$ cat src/rtl/rule90_snapshot_streamer.sv
// Rule 90 snapshot streamer: freezes one automaton generation on capture and
// streams it as WORD_W-bit beats while accumulating the live-cell count.

module r90_popcnt #(
  parameter  int W  = 32,
  localparam int OW = $clog2(W+1)
) (
  input  logic [W-1:0]  d,
  output logic [OW-1:0] cnt
);
  always_comb begin
    cnt = '0;
    for (int i = 0; i < W; i++) cnt = cnt + OW'(d[i]);
  end
endmodule

module rule90_snapshot_streamer #(
  parameter  int STATE_W = 512,
  parameter  int WORD_W  = 32,
  localparam int NWORDS  = STATE_W / WORD_W,
  localparam int IW      = (NWORDS > 1) ? $clog2(NWORDS) : 1,
  localparam int PW      = $clog2(STATE_W+1),
  localparam int CW      = $clog2(WORD_W+1)
) (
  input  logic              clk,
  input  logic              reset,
  input  logic [STATE_W-1:0] state_in,
  input  logic              capture,
  output logic              busy,
  output logic              capture_drop,
  output logic [WORD_W-1:0] out_data,
  output logic              out_valid,
  input  logic              out_ready,
  output logic              out_last,
  output logic [IW-1:0]     out_index,
  output logic [PW-1:0]     pop_count,
  output logic              pop_valid,
  output logic [7:0]        frame_count
);
  typedef enum logic {IDLE, STREAM} st_t;

  st_t                            st;
  logic [NWORDS-1:0][WORD_W-1:0]  snap;
  logic [PW-1:0]                  acc;
  logic [CW-1:0]                  wpc;

  // Word select straight off the frozen snapshot; index only moves on handshake.
  assign out_data = snap[out_index];

  r90_popcnt #(.W(WORD_W)) u_pc (.d(out_data), .cnt(wpc));

  always_ff @(posedge clk or posedge reset) begin
    if (reset) begin
      st           <= IDLE;
      snap         <= '0;
      acc          <= '0;
      out_index    <= '0;
      busy         <= 1'b0;
      out_valid    <= 1'b0;
      out_last     <= 1'b0;
      capture_drop <= 1'b0;
      pop_count    <= '0;
      pop_valid    <= 1'b0;
      frame_count  <= '0;
    end else begin
      // busy is still high on the final-beat edge, so a capture there drops too.
      capture_drop <= capture && busy;
      case (st)
        IDLE: begin
          if (capture) begin
            snap      <= state_in;
            out_index <= '0;
            acc       <= '0;
            pop_valid <= 1'b0;
            busy      <= 1'b1;
            out_valid <= 1'b1;
            out_last  <= (NWORDS == 1);
            st        <= STREAM;
          end
        end
        STREAM: begin
          if (out_ready) begin
            if (out_last) begin
              pop_count   <= acc + PW'(wpc);
              pop_valid   <= 1'b1;
              frame_count <= frame_count + 8'd1;
              busy        <= 1'b0;
              out_valid   <= 1'b0;
              out_last    <= 1'b0;
              st          <= IDLE;
            end else begin
              acc       <= acc + PW'(wpc);
              out_index <= out_index + IW'(1);
              out_last  <= (out_index == IW'(NWORDS-2));
            end
          end
        end
        default: st <= IDLE;
      endcase
    end
  end
endmodule

$ cat config.mk
export PLATFORM = sky130hd
export DESIGN_NAME = rule90_snapshot_streamer
export DESIGN_NICKNAME = d
export VERILOG_FILES = /design/src/rtl/rule90_snapshot_streamer.sv
export SDC_FILE = /design/constraint.sdc
export NUM_CORES = 2
export LEC_CHECK = 0
export CELL_PAD_IN_SITES_DETAIL_PLACEMENT = 0
export CELL_PAD_IN_SITES_GLOBAL_PLACEMENT = 1
export CORE_MARGIN = 3
export CORE_UTILIZATION = 40
export CTS_CLUSTER_SIZE = 28
export DETAILED_ROUTE_END_ITERATION = 12
export DONT_BUFFER_PORTS = 1
export HOLD_SLACK_MARGIN = 0.1
export PLACE_DENSITY_LB_ADDON = 0.1
export SETUP_SLACK_MARGIN = 0.1
export SLEW_MARGIN = 20
export SYNTH_ARGS = -nofsm -noshare
export SYNTH_HDL_FRONTEND = slang
export SYNTH_SLANG_ARGS = --single-unit
$ cat constraint.sdc
create_clock -name clk -period 19.55 [get_ports clk]
set_input_delay 1.955 -clock clk [delete_from_list [all_inputs] [get_ports clk]]
set_output_delay 1.955 -clock clk [all_outputs]
set_load 0.02 [all_outputs]
==> results_dict.tcl <==
set metrics [dict create \
    grt_pass1_wl_um 129000 \
    cts_resized 0 \
    yosysMostFrequentCell "nand2_1" \
    cts_made_buffers 61 \
    ys_types 37 \
    path_buf_inv 6 \
    ys_seq_elements 549 \
    start_kind "flip-flop" \
    post-cts-setup-buffers 0 \
    num_vias 18600 \
    path_max_fanout 36 \
    die_height_um 259 \
    crit_type "reg2reg" \
    worstSkewPairLatency_ps 620 \
    hold_violations 0 \
    slew_headroom_pct 27.2 \
    fin_worst_skew_ps 16.6 \
    grt.overflow.total 0 \
    die-area_mm2 0.0673 \
    cts-root-buf "clkbuf_16" \
    htree_levels 2 \
    wl_per_cell_um 25.4 \
    drtAntennaViolNets 0 \
    yosys.area_share.adder_pct 2.78 \
    syn_nets 3282 \
    drc 0 \
    drv_slew 0 \
    syn_area_mm2 0.0257 \
    fin_crit_sh_pct 49.0 \
    muxShareOfSynthArea_pct 12.8 \
    vias_per_cell 5.24 \
    synth_top_family_by_area "simple AND/OR/NAND/NOR gates" \
    setup.worst_path.end_class "flip-flop" \
    slowest_stage "dfrtp_4" \
    clkTransAtPathRegs_ps 60 \
    rsz0062_at_grt "false" \
    core_mm2 0.0633 \
    synth_top_cell_by_area "dfrtp_1" \
    synth_simple_gate_area_share_pct 24.4 \
    drt_pass1_iterations 5 \
    async_flop_share_pct 100 \
    synth-xor-area-share_pct 0.648 \
    place.gp.congestion 0.868 \
    initial_core_util_pct 40.6 \
    synth_top_cell_area_share_pct 53.5 \
    area_growth_pct 10.1 \
    setup_ws_ps 9960 \
    synth_edf_count 0 \
    grt.total_usage_pct 26.4 \
    boundaryPins 575 \
    arrival_ps 10120 \
    clock_sinks 549 \
    grt_pass1_vias 19000 \
    setup_viol 0 \
    syn_avg_cell_area_um2 9.43 \
    cp_common_cell "fa_1" \
    grt_max_degree 166 \
    synth_commonest_cells "1575 x nand2_1, 549 x dfrtp_1, 128 x mux4_2, 93 x clkbuf_1, 47 x buf_2" \
    fin_tns_setup_ps 0 \
    synth-compound-area-share_pct 2.35 \
    fp.dieW_um 259 \
    max_clock_freq_mhz 104 \
    worstMarginPinSlew_ps 1090 \
    routed_wl_um 90200 \
    rows 92 \
    synth_cells 2724 \
    drive_gt1_share_pct 9.91 \
    cts_tree "built" \
    antenna_found_initial 17 \
    place_ws_ps 9950 \
    max_stage_delay_ps 800 \
    clockBufferDepth 3 \
    hold_class "reg2reg" \
    period_minus_slack_ps 9590 \
    critPathRequiredTime_ps 20080 \
    seq_area_frac_synth_pct 53.5 \
    crit_family "adder cells" \
    hold_buffers 0 \
    synth_area_leaders "dfrtp_1 53%, nand2_1 23%, mux4_2 11%" \
    timing.hold.ws_ps 468 \
    max-cap-violations 0 \
    drt-initial-drc-count 1578 \
    nNetsFinal 3197 \
    port_buffers 0 \
    outcome "completed" \
    fillCellCount 6170 \
    synth_warnings 0 \
    dp_hpwl_um 67900 \
    synth_ff_type "dfrtp_1" \
]
[layout make-up]
type                       count  area, um^2  share of cell area (%)
sequential                   549       13800                    48.6
timing repair buffer          21         185                   0.654
antenna                       13        32.5                   0.115
clock buffer                  95        1860                    6.56
multi-input combinational   1964       11100                    39.1
inverter                      42         170                   0.601
tap                          846        1060                    3.74
clock inverter                14         179                   0.632
[sequential cells by signal, indices dropped and copies added (netlist names)]
name / cells
snap: 512
acc: 10
pop_count: 10
frame_count: 8
out_index: 4
capture_drop: 1
out_last: 1
out_valid: 1
pop_valid: 1
st: 1
[cells in the final DEF, fill, tap and decap left out, drive strengths merged, types with 13 or more instances in the layout]
cell type     n
dfrtp       549
mux2i        32
ha           17
diode        13
clkbuf       95
a21oi        33
a211oi       26
nand2      1575
mux4        128
inv          42
nor2b        26
fa           25
buf          21
o21ai        19
[cells by family (layout without fill, tap and decap cells)]
kind of cell,after synthesis,count (layout)
AO/OA/AOI/OAI,98,98
flip-flops,549,549
adder cells (fa/ha/maj),42,42
other,0,13
multiplexers,168,168
AND/OR/NAND/NOR,1637,1637
XOR/XNOR,19,19
buffers and inverters,211,172
[metrics by stage]
step,util (%),cell area (um^2),std cells
5_1_grt,44.7,28300,3541
3_5_place_dp,41.4,26200,3422
2_1_floorplan,-,25700,2724
6_report,44.7,28300,3544
4_1_cts,44.6,28200,3531
3_3_place_gp,41.4,26200,3422
[worst min-delay path, stage by stage (launching register included)]
cell,delay [ps]
dfrtp_1,330
nand2_1,50
nand2_1,50
[per-layer routing]
| metal | vias to the layer above | global-route usage, % | share of wire [%] | wire (um) |
|---|---|---|---|---|
| met2 | 581 | 43.5 | 49 | 44400 |
| met5 | - | 0 | 0.070 | 63 |
| met3 | 131 | 6.38 | 7.3 | 6590 |
| met4 | 10 | 9.50 | 3.4 | 3080 |
| met1 | 9363 | 33.9 | 40 | 36000 |
| li1 | 8502 | - | - | - |
[path summary, 6_finish.rpt]
path                       slack, ps                     to  cells past startpoint                     start
setup / recovery                9960     acc[9]$_DFFE_PP0P_                     28  out_index[0]$_DFFE_PP0P_
hold / removal                   470  snap[194]$_DFFE_PP0P_                      2     snap[194]$_DFFE_PP0P_
min in group asynchronous       1290   snap[69]$_DFFE_PP0P_                      1                     reset
hold reg to reg                  470  snap[194]$_DFFE_PP0P_                      2     snap[194]$_DFFE_PP0P_
max in group asynchronous      15280  snap[455]$_DFFE_PP0P_                      4                     reset
setup reg to reg                9960     acc[9]$_DFFE_PP0P_                     28  out_index[0]$_DFFE_PP0P_
Power is left out: the tool's default activity adds up to more than one toggle a clock period on the data nets, which glitch-free logic cannot reach.
